$ cat src/rtl/muldiv_pkg.sv
// Shared definitions for the iterative multiply/divide control slice:
// sequencer state encoding and default step-count constants.
package muldiv_pkg;

    typedef enum logic [1:0] {
        SEQ_IDLE = 2'd0,
        SEQ_RUN  = 2'd1,
        SEQ_DONE = 2'd2
    } seq_state_t;

    localparam int MULT_STEPS_DEF = 32;
    localparam int DIV_STEPS_DEF  = 33;
    localparam int CNT_W_DEF      = 6;

endpackage

$ cat src/rtl/seq_step_counter.sv
// Falling-edge step counter: async clr, synchronous load-zero (wins over enable).
module seq_step_counter
    import muldiv_pkg::*;
#(
    parameter int CNT_W = CNT_W_DEF
) (
    input  logic             clk,
    input  logic             clr,
    input  logic             load_zero,
    input  logic             en,
    output logic [CNT_W-1:0] cnt
);

    always_ff @(negedge clk or posedge clr) begin
        if (clr) begin
            cnt <= '0;
        end else if (load_zero) begin
            cnt <= '0;
        end else if (en) begin
            cnt <= cnt + CNT_W'(1);
        end
    end

endmodule

$ cat src/rtl/muldiv_step_sequencer.sv
// Turns ctrl_mult/ctrl_div start pulses into a bounded run of negedge step enables.
// Optional abort input is compiled in when SEQ_ABORT_EN is defined.
module muldiv_step_sequencer
    import muldiv_pkg::*;
#(
    parameter int CNT_W      = CNT_W_DEF,
    parameter int MULT_STEPS = MULT_STEPS_DEF,
    parameter int DIV_STEPS  = DIV_STEPS_DEF
) (
    input  logic             clk,
    input  logic             clr,
    input  logic             ctrl_mult,
    input  logic             ctrl_div,
`ifdef SEQ_ABORT_EN
    input  logic             abort,
`endif
    output logic             step_en,
    output logic [CNT_W-1:0] step_idx,
    output logic             first_step,
    output logic             last_step,
    output logic             op_is_div,
    output logic             busy,
    output logic             result_rdy,
    output logic             illegal_op
);

    // state    | meaning
    // SEQ_IDLE | waiting for a single legal start pulse
    // SEQ_RUN  | issuing one step per cycle, step_idx 0..N-1
    // SEQ_DONE | one-cycle result_rdy; a new start may chain straight into RUN

    localparam logic [CNT_W-1:0] MULT_LAST = CNT_W'(MULT_STEPS - 1);
    localparam logic [CNT_W-1:0] DIV_LAST  = CNT_W'(DIV_STEPS - 1);

    seq_state_t       state;
    seq_state_t       state_nxt;
    logic             start_ok;
    logic             start_bad;
    logic             abort_hit;
    logic             at_last;
    logic             cnt_zero;
    logic [CNT_W-1:0] last_idx;

    assign start_ok  = ctrl_mult ^ ctrl_div;
    assign start_bad = ctrl_mult & ctrl_div;

`ifdef SEQ_ABORT_EN
    assign abort_hit = abort && (state != SEQ_IDLE);
`else
    assign abort_hit = 1'b0;
`endif

    assign last_idx = op_is_div ? DIV_LAST : MULT_LAST;
    assign at_last  = (step_idx == last_idx);

    always_comb begin
        state_nxt = state;
        cnt_zero  = 1'b1;
        case (state)
            SEQ_IDLE: begin
                if (start_ok) state_nxt = SEQ_RUN;
            end
            SEQ_RUN: begin
                if (abort_hit)     state_nxt = SEQ_IDLE;
                else if (start_ok) state_nxt = SEQ_RUN;
                else if (at_last)  state_nxt = SEQ_DONE;
                else               cnt_zero  = 1'b0;
            end
            SEQ_DONE: begin
                if (abort_hit)     state_nxt = SEQ_IDLE;
                else if (start_ok) state_nxt = SEQ_RUN;
                else               state_nxt = SEQ_IDLE;
            end
            default: state_nxt = SEQ_IDLE;
        endcase
    end

    always_ff @(negedge clk or posedge clr) begin
        if (clr) begin
            state      <= SEQ_IDLE;
            op_is_div  <= 1'b0;
            illegal_op <= 1'b0;
        end else begin
            state      <= state_nxt;
            illegal_op <= start_bad;
            if (start_ok && !abort_hit) op_is_div <= ctrl_div;
        end
    end

    seq_step_counter #(
        .CNT_W(CNT_W)
    ) u_cnt (
        .clk      (clk),
        .clr      (clr),
        .load_zero(cnt_zero),
        .en       (step_en),
        .cnt      (step_idx)
    );

    assign step_en    = (state == SEQ_RUN);
    assign busy       = step_en;
    assign result_rdy = (state == SEQ_DONE);
    assign first_step = step_en && (step_idx == '0);
    assign last_step  = step_en && at_last;

endmodule
$ cat config.mk
export PLATFORM = sky130hd
export DESIGN_NAME = muldiv_step_sequencer
export DESIGN_NICKNAME = d
export VERILOG_FILES = /design/src/rtl/muldiv_pkg.sv /design/src/rtl/seq_step_counter.sv /design/src/rtl/muldiv_step_sequencer.sv
export SDC_FILE = /design/constraint.sdc
export NUM_CORES = 1
export LEC_CHECK = 0
export CORE_AREA = 5 5 42 44
export DETAILED_ROUTE_END_ITERATION = 16
export DIE_AREA = 0 0 47 49
export PLACE_DENSITY = 0.77
export SYNTH_ARGS = -nofsm -noshare
export SYNTH_HDL_FRONTEND = slang
export SYNTH_SLANG_ARGS = --single-unit
$ cat constraint.sdc
create_clock -name clk -period 2.2 [get_ports clk]
set_clock_uncertainty 0.2 [all_clocks]
set_input_delay 0.44 -clock clk [delete_from_list [all_inputs] [get_ports clk]]
set_output_delay 0.44 -clock clk [all_outputs]
set_load 0.005 [all_outputs]
# Yosys cells after proc, flatten, opt, wreduce, memory -nomap -nowiden
# Index checks and enable logic that the tools add are counted.
dict set report totals {
  reg_bits 10
  inputBits 4
  output_inout_bits 13
  word_cells 29
}
dict set report op_classes {
  add_sub_neg 1
  eq_ne 5
  mux 11
  bitwise_logic 2
  reduce_logical 6
}
# op n
set ops {}
lappend ops {{6-bit two-way mux} 3}
lappend ops {{6-bit by 1-bit adder with 6-bit output, second input constant} 1}
lappend ops {{6-bit equality test} 1}
lappend ops {{6-bit zero test} 1}
lappend ops {{2-bit two-way mux} 3}
lappend ops {{2-bit case mux with 3 select lines} 1}
lappend ops {{1-bit two-way mux} 4}
lappend ops {{3-bit by 1-bit != test with 1-bit output, second input constant} 1}
lappend ops {{2-bit by 1-bit equality test with 1-bit output, second input constant} 1}
lappend ops {{2-bit equality test, second input constant} 1}
lappend ops {{1-bit logical AND} 2}
lappend ops {{2-bit zero test} 1}
lappend ops {{2-bit != test, second input constant} 1}
lappend ops {{2-bit AND reduction} 1}
lappend ops {{2-bit nonzero test} 1}
lappend ops {{1-bit AND} 1}
lappend ops {{1-bit XOR} 1}

# Depth between registers and ports, before layout
dict set report depth {
  depth_word 6
  depth_mapped 4
  mapped_depth_nobuf 4
}

# Cells and area by module
# From an unflattened synthesis, not the netlist that was laid out.
dict set report hier_totals {
  cells_unflattened 54
  area_unflattened_um2 536.8
}
# mod instances cells_each area_per_inst_um2 seq_area_each_um2
set modules_own_cells {}
lappend modules_own_cells {seq_step_counter 1 27 277.8 150.1}
lappend modules_own_cells {muldiv_step_sequencer 1 27 259.0 100.1}

==> metrics <==
status=finished, violations left; failing checks=setup timing; Port Buffer Count=16; Critical Path Source=u_cnt.cnt[4]; Worst Setup EP=last_step; power per cell area=between 500 and 600 mW/mm2; Yosys cell types=22; io pins=17; hpwl dp=about 1.1 mm; Seq/Total Area, Yosys=0.473; Critical Path End Type=output pin; Leak=about 0.53 nW; clk buf depth=2; core area=between 0.001 and 0.0015 mm2; clock transition at the registers of the reported paths=0.05 ns; total vias in the final route=roughly 600; crit path DAT=roughly 2.8 ns; cell total after placement=99; area grow syn2layout=111%; DR WL/cell=17.1 um; Worst Setup Path Type=reg2out; Multi-input gate area=around 330 um2; die area=~0.0023 mm2; worst vdd ir=0.441 mV; asr flop ratio synth=1.00; Worst-Skew Late Latency=between 0.2 and 0.3 ns; Buf/Inv on CP=1; total track usage=0.211; Reg-to-Reg End=u_cnt.cnt[4]; die width=approximately 47 um; final WL=1.99 mm; Inserted Clock Buffers=3; RSZ-0062 raised after global routing=true; final RePlAce weighted congestion=0.774; fraction of layout cells with a size suffix above 1=0.660; Final Hold Viols=0; vias in the first global route=between 600 and 700; Syn Nets=57; final setup fails=21; Ys Warns=0; kind of cell adding the most delay to the critical path=simple AND/OR/NAND/NOR gates; slowest stage cell, crit path=or4_4; Starting Density=0.378; Cells after Synth=50; slew of the pin with the lowest slew margin=0.510 ns; hold_ws=approximately 0.43 ns; # clock sinks=10; worst hold path class=reg2reg; Fillers=between 80 and 90; Die Height=approximately 50 um; fin area=between 0.001 and 0.0015 mm2; CTS Root Cell=clkbuf_4; post-route ant nets=0; Reg2Reg Launch Point=u_cnt.cnt[4]; commonest non-fill, non-tap cell in the layout=buf_6; placed instance area=~890 um2; crit path max fanout=2; total number of placement rows=14; Post-synth EDFFs=0; CTS tree=yes; Vias/cell=just over 5; slowest stage delay, CP=between 0.4 and 0.5 ns; NumNets Final=~110; Non-Filler Instances=roughly 120; R2R setup slack=slightly above 0.3 ns; crit path launch type=flop; R2R depth=7; Crit path depth=4; n_diodes=0; Slew Viols, Final=0; initial antenna violation count=0; initial DRC count=2; syn avg cell area=roughly 11 um2; maxcap violations=0; crit path cell chain=or3_4, or4_4, a21boi_2, buf_2; worst setup margin=-1.26 ns; CP required=between 1.5 and 2 ns; Seq cells post-synth=10; CTS H-tree lvls=1; mapped cell area=approximately 530 um2; first drt pass iteration count=4; Top FF cell, synth=dfrtn_1; global route overflow=0; pin count of the biggest net entering global routing=11; DRC=0; FF/Latch Area=around 250 um2; most frequent cells in the layout=buf_6, buf_4, dfrtn_1; first-pass GRT wire length=3.35 mm; Rel. slew slack=0.659
-- power by group --
part	internal (mW)	switching, mW	leakage (nW)
Clock	0.101	0.0728	0.0210
Combinational	0.133	0.0833	0.374
Sequential	0.198	0.0102	0.132
-- final cells by class --
type	instances	share of cell area
inverters	4	0.0135
multi-input cells	35	0.299
flip-flops and latches	10	0.224
clock buffers	4	0.0325
repair buffers	47	0.413
well taps	16	0.0180
-- sequential cells by signal, summed over array words and instances, names as in the netlist --
signal,count
op_is_div,1
illegal_op,1
state,2
u_cnt.cnt,6
-- per-layer routing --
metal / up-vias / part of all wire / track usage / wire [um]
met4: 0 / 0.032 / 0.124 / 63
met1: 283 / 0.41 / 0.277 / 807
li1: 277 / - / - / -
met5: - / 0 / 0 / 0
met3: 7 / 0.055 / 0.0554 / 109
met2: 22 / 0.51 / 0.301 / 1010
-- cells by family (layout without fill, tap and decap cells) --
logic type                 Yosys count  count (layout)  synth area share
and+or+nand+nor                     22              22             0.246
DFF                                 10              10             0.473
AOI/OAI and AO/OA                    7               7             0.118
buffers and inverters                5              55            0.0426
adders and majority gates            3               3            0.0709
xor gates and xnor gates             3               3            0.0497
-- cell usage after synthesis, drive strengths merged (3+ instances only) --
cell | count | area (um2)
nand2 | 5 | 18.8
dfrtn | 10 | 250
inv | 4 | 15.0
o21ai | 3 | 15.0
or4 | 3 | 26.3
ha | 3 | 37.5
nor3 | 3 | 15.0
-- worst min path at each step --
| stage | startpoint | end | cells past startpoint |
|---|---|---|---|
| after floorplan | state[0] | state[0] | 3 |
| after global placement | state[0] | state[0] | 4 |
| after detailed placement | state[0] | state[0] | 4 |
| after CTS | state[0] | state[0] | 4 |
| after global routing | state[0] | state[0] | 4 |
| final | state[0] | state[0] | 4 |
-- tightest hold or removal path, stage by stage, from the launching register on --
cell and delay (ns):
dfrtn_1 0.35, buf_4 0.15, nand2_1 0.08, nand2_2 0.06
o21ai_1 0.07
-- timing repair --
action,in CTS,in global routing
gates cloned,0,0
pin swaps,4,1
endpoints found under the setup margin,23,22
resized for setup,85,19
setup buffers,15,6
hold endpoints to repair,0,0
hold buffers,0,0
-- per-stage QoR --
step	power [mW]	setup TNS [ns]	setup WS, ns	utilization
6_report	0.597	-9.42	-1.26	0.796
4_1_cts	0.581	-9.84	-1.26	0.783
3_5_place_dp	0.366	-17.05	-1.35	0.637
5_1_grt	0.630	-10.25	-1.32	0.796
3_3_place_gp	0.361	-16.54	-1.31	0.637
2_1_floorplan	0.278	-4.20	-0.891	-
No activity file was read; power rests on OpenSTA's default activity.
